**config.mk**
```make
export PLATFORM = sky130hd
export DESIGN_NAME = sh_sweep_gen
export DESIGN_NICKNAME = d
export VERILOG_FILES = /design/src/rtl/sh_sweep_gen.sv
export SDC_FILE = /design/constraint.sdc
export NUM_CORES = 1
export LEC_CHECK = 0
export ABC_AREA = 1
export CAP_MARGIN = 0
export CORE_MARGIN = 3
export CORE_UTILIZATION = 55
export DETAILED_ROUTE_END_ITERATION = 6
export DONT_BUFFER_PORTS = 1
export GPL_TIMING_DRIVEN = 1
export MAX_ROUTING_LAYER = met4
export PLACE_DENSITY_LB_ADDON = 0.08
export RECOVER_POWER = 100
export SYNTH_ARGS = -nofsm -noshare
export SYNTH_HDL_FRONTEND = slang
export SYNTH_SLANG_ARGS = --single-unit
```
**constraint.sdc**
```tcl
create_clock -name clk -period 1.5 [get_ports clk]
set_clock_uncertainty 0.1 [all_clocks]
set_input_delay 0.375 -clock clk [delete_from_list [all_inputs] [get_ports clk]]
set_output_delay 0.375 -clock clk [all_outputs]
set_load 0.01 [all_outputs]
```
**src/rtl/sh_sweep_gen.sv**
```systemverilog
// Launch-side sweep generator: divides clk into cap_clk and toggles d_out at a
// programmable tick offset per capture period, sweeping ofs_min..ofs_max.
module sh_sweep_gen #(
    parameter int DIV      = 10,
    parameter int SETUP_TK = 2,
    parameter int HOLD_TK  = 1,
    parameter int OFS_W    = 4
) (
    input  logic             clk,
    input  logic             rst_n,
    input  logic             start,
    input  logic [OFS_W-1:0] ofs_min,
    input  logic [OFS_W-1:0] ofs_max,
    output logic             cap_clk,
    output logic             d_out,
    output logic             expect_viol,
    output logic [OFS_W-1:0] cur_ofs,
    output logic             busy,
    output logic             done,
    output logic             err
);

    typedef enum logic [1:0] {IDLE, ALIGN, RUN, DONE} state_t;

    localparam logic [OFS_W-1:0] PH_LAST = OFS_W'(DIV - 1);
    localparam logic [OFS_W-1:0] PH_HALF = OFS_W'(DIV / 2);

    state_t           state;
    logic [OFS_W-1:0] ph;
    logic [OFS_W-1:0] ph_nxt;
    logic [OFS_W-1:0] max_q;
    logic             period_start;
    logic             launch;
    int               k_i;

    always_comb begin
        ph_nxt       = (ph == PH_LAST) ? '0 : ph + 1'b1;
        period_start = (ph_nxt == '0);
        // Offset 0 fires on the very edge that enters RUN, so it is launched from ALIGN.
        launch = ((state == ALIGN) && period_start && (cur_ofs == '0)) ||
                 ((state == RUN) && !period_start && (ph_nxt == cur_ofs));
    end

    always_comb begin
        k_i         = int'(cur_ofs);
        expect_viol = (state == RUN) &&
                      ((k_i < HOLD_TK) || ((DIV - k_i) < SETUP_TK));
    end

    // cap_clk and d_out are updated in the same register stage for exact tick alignment.
    always_ff @(posedge clk or negedge rst_n) begin
        if (!rst_n) begin
            ph      <= PH_LAST;
            cap_clk <= 1'b0;
            d_out   <= 1'b0;
        end else begin
            ph      <= ph_nxt;
            cap_clk <= (ph_nxt < PH_HALF);
            if (launch)
                d_out <= ~d_out;
        end
    end

    always_ff @(posedge clk or negedge rst_n) begin
        if (!rst_n) begin
            state   <= IDLE;
            cur_ofs <= '0;
            max_q   <= '0;
            busy    <= 1'b0;
            done    <= 1'b0;
            err     <= 1'b0;
        end else begin
            done <= 1'b0;
            case (state)
                IDLE: begin
                    if (start) begin
                        max_q <= ofs_max;
                        if ((ofs_min > ofs_max) || (ofs_max > PH_LAST)) begin
                            err   <= 1'b1;
                            state <= DONE;
                        end else begin
                            err     <= 1'b0;
                            cur_ofs <= ofs_min;
                            busy    <= 1'b1;
                            state   <= ALIGN;
                        end
                    end
                end
                ALIGN: begin
                    if (period_start)
                        state <= RUN;
                end
                RUN: begin
                    if (period_start) begin
                        if (cur_ofs == max_q) begin
                            busy  <= 1'b0;
                            state <= DONE;
                        end else begin
                            cur_ofs <= cur_ofs + 1'b1;
                        end
                    end
                end
                DONE: begin
                    done  <= 1'b1;
                    state <= IDLE;
                end
                default: state <= IDLE;
            endcase
        end
    end

endmodule

```
== Word level (Yosys, flattened, before mapping) ==
Index checks and enable logic that the tools add are counted.
Cells by class
  bitwise operators: 1
  reductions and logical operators: 17
  $add $sub $neg: 3
  equality and inequality tests: 12
  magnitude comparators: 5
  mux-type cells: 19
Operators with widths (number)
  $mux 4: 5
  $mux 2: 5
  $ne 2x2->1 const B: 5
  $reduce_and 5->1: 2
  $add 4x1->4 const B: 2
  $eq 4x4->1: 2
  $logic_not 4->1: 2
  $pmux 2 s4: 1
  $pmux 4 s2: 1
  $mux 1: 6
  $logic_and 1x1->1: 5
  $lt 5x3->1 const B: 1
  $sub 4x4->5 const A: 1
  $eq 2x2->1 const B: 2
  $eq 4x4->1 const B: 1
  $gt 4x4->1: 1
  $gt 4x4->1 const B: 1
  $lt 4x1->1 const B: 1
  $lt 4x3->1 const B: 1
  $reduce_and 4->1: 1
  $logic_or 1x1->1: 3
  $eq 2x1->1 const B: 1
  $logic_not 2->1: 1
  $ne 2x1->1 const B: 1
  other kinds (5): 5
Storage, ports and cells
  input port bits: 11
  logic and storage cells: 66
  register bits after elaboration: 19

== Depth between registers and ports, before layout ==
  depth in word-level cells: 7
  mapped depth: 12
  mapped depth without buffers: 12

== Worst setup path after synthesis ==
No wires, ideal clock.
  path type: reg-to-output
  start point: reg cur_ofs[0]
  end point: out expect_viol
  path slack: -0.318 ns
  cell stages (with the launch flop): 7
  data arrival time: 1.343 ns
  path buffers: 0
  required time: 1.025 ns
  cell sequence: dfrtp_1 -> inv_1 -> ha_1 -> nand2_1 -> a31oi_1 -> nand2_1 -> o21ai_0
Between the ends
  word-level cells in the longest chain between the ends: 4
  elaborated cells between the ends (all ways): 5
  those cells by class: 1 x add/sub; 2 x order compare; 2 x reduce/logical
RTL lines
  start, declared: RTL line 17  | output logic [OFS_W-1:0] cur_ofs,
  start signal, assigned: RTL line 83  | cur_ofs <= ofs_min;
  start signal, assigned: RTL line 99  | cur_ofs <= cur_ofs + 1'b1;
  $sub 4x4->5: RTL line 47  | ((k_i < HOLD_TK) || ((DIV - k_i) < SETUP_TK));
  $lt 5x3->1: RTL line 47
  $logic_or 1x1->1 *: RTL line 47
  $logic_and 1x1->1 *: RTL line 46  | expect_viol = (state == RUN) &&
  end, declared: RTL line 16  | output logic expect_viol,
Mark *: on every way between the ends. The rest lies on a longest branch, timed or not.

== Worst setup path in the final report ==
Same ends and word-level chain as after synthesis.

==> summary.md <==
| Metric | Value |
|---|---|
| Clk Tree Root Cell | clkbuf_4 |
| Ys async rst share | 100% |
| Initial core utilization | 61.8% |
| Fin crit share | 133% |
| Power per Cell Area | 2010 nW/um^2 |
| Critical path required time | 1.02 ns |
| Antenna-violating nets left | 0 |
| Slowest stage delay, CP | 0.41 ns |
| Worst-path clk slew | 0.11 ns |
| Logic pwr share | 67.5% |
| GRT overflow | 0 |
| Fraction of layout cells with a size suffix above 1 | 41.3% |
| Worst-path cell chain | inv_2 -> ha_4 -> nand2_2 -> a31oi_1 -> nand2_1 -> o21ai_2 |
| Input/output buffers | 0 |
| Area grow syn2layout | 43.5% |
| Ys flop type | dfrtp_1 |
| Yosys top cell by area | dfrtp_1 |
| #FFs+latches synth | 19 |
| Vias in the first global route | 1395 |
| Die H | 54.4 um |
| Final hold violation count | 0 |
| Commonest cells post-synth | 50 x nand2_1, 21 x inv_1, 17 x dfrtp_1, 13 x o21ai_0 |
| Net switching power | 0.00170 W |
| CTS Sinks | 19 |
| # rows | 16 |
| Dpl hpwl | 2610 um |
| Pleak | 0.952 nW |
| Top cells by area, synth | dfrtp_1 33%, nand2_1 15%, ha_1 11%, inv_1 6.1%, o21ai_0 5.1% |
| Status | finished with violations |
| Vias | 1333 |
| Power Total | 0.00371 W |
| Hold Path Class | input port to flop |
| Clock Power Share | 7.4% |
| Die Area | 2960 um^2 |
| Final setup viols | 12 |
| Normalized max-slew margin | 39.0% |
| Setup TNS Final | -2.56 ns |
| Routed WL | 4240 um |
| DP Area | 1610 um^2 |
| CP arrival | 1.53 ns |
| Slowest-stage cell, CP | dfrtp_2 |
| Yosys warns | 0 |
| Least-Margin Pin Slew | 0.913 ns |
| Ports | 21 |
| Fin crit period | 2.00 ns |
| TritonCTS Buffers | 3 |
| Worst Hold Slack | 0.0991 ns |
| Sw frac | 45.9% |
| Buf+Inv Stages, Crit Path | 1 |
| Hold-critical path depth | 2 |
| Unrepaired setup endpoints after global routing | yes |
| Via density | 5.67 |
| DRC viols | 0 |
| WL/cell | 18.1 um |
| CP endpoint kind | output pin |
| Clock latency at the later pin of the worst-skew pair | 0.31 ns |
| Nets | 231 |
| Antenna violations before repair | 0 |
| Most common cell in the synthesized netlist | nand2_1 |
| Horiz. Die Dim | 54.4 um |
| H-tree depth | 1 |
| Sequential share of power | 25.0% |
| Worst-path maximum fanout | 4 |
| CP top delay family | flip-flops |
| Syn Inst Count | 163 |
| Ant diodes | 0 |
| Yosys top cell area share | 33.1% |
| Pre-Repair DR Iteration Count | 4 |
| Crit start category | flop |
| Library cells used by synthesis | 25 |
| Max Freq | 0.500 GHz |
| Failing checks | negative setup slack |
| Reg2Reg Depth | 9 |
| Path type of the worst setup path | flop to output pin |
| GRT Util Overall | 30.9% |
| Fraction of the yosys area taken by sequential cells | 37.2% |
| Synth Net Count | 185 |
| Max Slew Vio Count | 0 |
| Synthesized area per cell | 7.89 um^2 |
| Synthesized area | 1290 um^2 |
| CTS tree | done |
| Critical path depth | 6 |
| Final worst-path setup slack | -0.502 ns |
| Post-layout instance area | 1850 um^2 |
| Largest net degree at the start of global routing | 20 |
| Core area | 2080 um^2 |
| Final Wtd Congestion | 0.848 |
| Max Cap Violations | 0 |
| CTS max path bufs | 2 |
| DRT iter0 DRCs | 66 |
| VDD IR max | 1.59 mV |
| Internal power | 0.00201 W |
| Post-synth EDFFs | 0 |
| First-pass GRT wire length | 6270 um |
==> per-stage QoR <==
step / setup slack (ns) / utilization (%) / instances
floorplan: -0.128 / - / 163
global placement: -0.111 / 77.2 / 218
detailed placement: -0.169 / 77.2 / 218
CTS: -0.485 / 85.3 / 232
global route: -0.585 / 88.6 / 235
finish: -0.502 / 88.6 / 235
==> state kept, by name, summed over array words and instances, names as in the netlist <==
name and flops:
cap_clk 1, done 1, state 2, cur_ofs 4
ph 4, busy 1, err 1, max_q 4
d_out 1
==> cell usage in the layout (no fill, tap or decap), types with 2 or more instances in the layout <==
cell,instances
dfstp_2,2
nand3_4,2
xor2_1,7
buf_6,6
clkbuf_4,3
o21ai_0,9
a31oi_1,2
nand2_4,2
dfrtp_1,14
nand2_1,42
o21ai_1,3
a21oi_1,2
ha_4,5
inv_2,6
nand3_2,2
dfrtp_2,3
nor2_1,7
nand4_1,4
inv_1,13
nand3_1,9
ha_1,5
buf_4,35
nand2_2,8
nor2_2,2
==> power by group through the flow <==
stage | Sequential (W) | Clock, W | Combinational [W]
finish | 0.000929 | 0.000275 | 0.00251
global route | 0.000948 | 0.000301 | 0.00271
CTS | 0.000906 | 0.000270 | 0.00222
detailed placement | 0.000913 | 0 | 0.00183
global placement | 0.000901 | 0 | 0.00174
floorplan | 0.000915 | 0 | 0.00112
==> final timing paths <==
path                                         from                     end  slack (ns)
setup / recovery           cur_ofs[0]$_DFFE_PN0P_             expect_viol       -0.50
min in group asynchronous                   rst_n        busy$_DFFE_PN0P_        0.53
hold reg to reg                   ph[2]$_DFF_PN0_       cap_clk$_DFF_PN0_        0.43
max in group asynchronous                   rst_n  cur_ofs[0]$_DFFE_PN0P_        0.16
setup reg to reg           cur_ofs[1]$_DFFE_PN0P_    state[0]$_DFFE_PN0P_       -0.28
hold / removal                         ofs_max[1]    max_q[1]$_DFFE_PN0P_         0.1
==> kinds of logic (layout without fill, tap and decap cells) <==
| kind of cell | Yosys count | count (layout) | share of synthesized area (%) |
|---|---|---|---|
| AND/OR/NAND/NOR | 80 | 80 | 27.4 |
| buffers and inverters | 24 | 69 | 9.24 |
| AO/OA/AOI/OAI | 20 | 20 | 9.24 |
| XOR/XNOR | 8 | 8 | 5.45 |
| flip-flops | 19 | 19 | 37.2 |
| adder cells (fa/ha/maj) | 11 | 11 | 10.7 |
| multiplexers | 1 | 1 | 0.778 |
==> cell type report <==
| class | count | area [um^2] |
|---|---|---|
| multi-input cells | 120 | 831 |
| flip-flops and latches | 19 | 482 |
| repair buffers | 42 | 340 |
| inverters | 23 | 133 |
| well taps | 27 | 33.8 |
| clock buffers | 4 | 26.3 |
| fillers | 102 | 236 |
==> what timing repair did <==
| action | 4_1_cts | 5_1_grt |
|---|---|---|
| buffers inserted | 11 | 5 |
| endpoints found under the hold margin | 19 | 0 |
| hold buffers | 1 | 0 |
| gates resized for setup | 19 | 15 |
| setup endpoints to repair | 12 | 12 |
| pin swaps | 17 | 19 |
==> metal layers <==
| layer | up-vias | wire length (um) | track usage (%) |
|---|---|---|---|
| met5 | - | 0 | - |
| met4 | 0 | 145 | 12.9 |
| met3 | 19 | 272 | 7.63 |
| met2 | 63 | 2130 | 52.8 |
| met1 | 641 | 1690 | 34.1 |
| li1 | 610 | - | - |
Note: power is estimated with default switching activity, not from simulation.
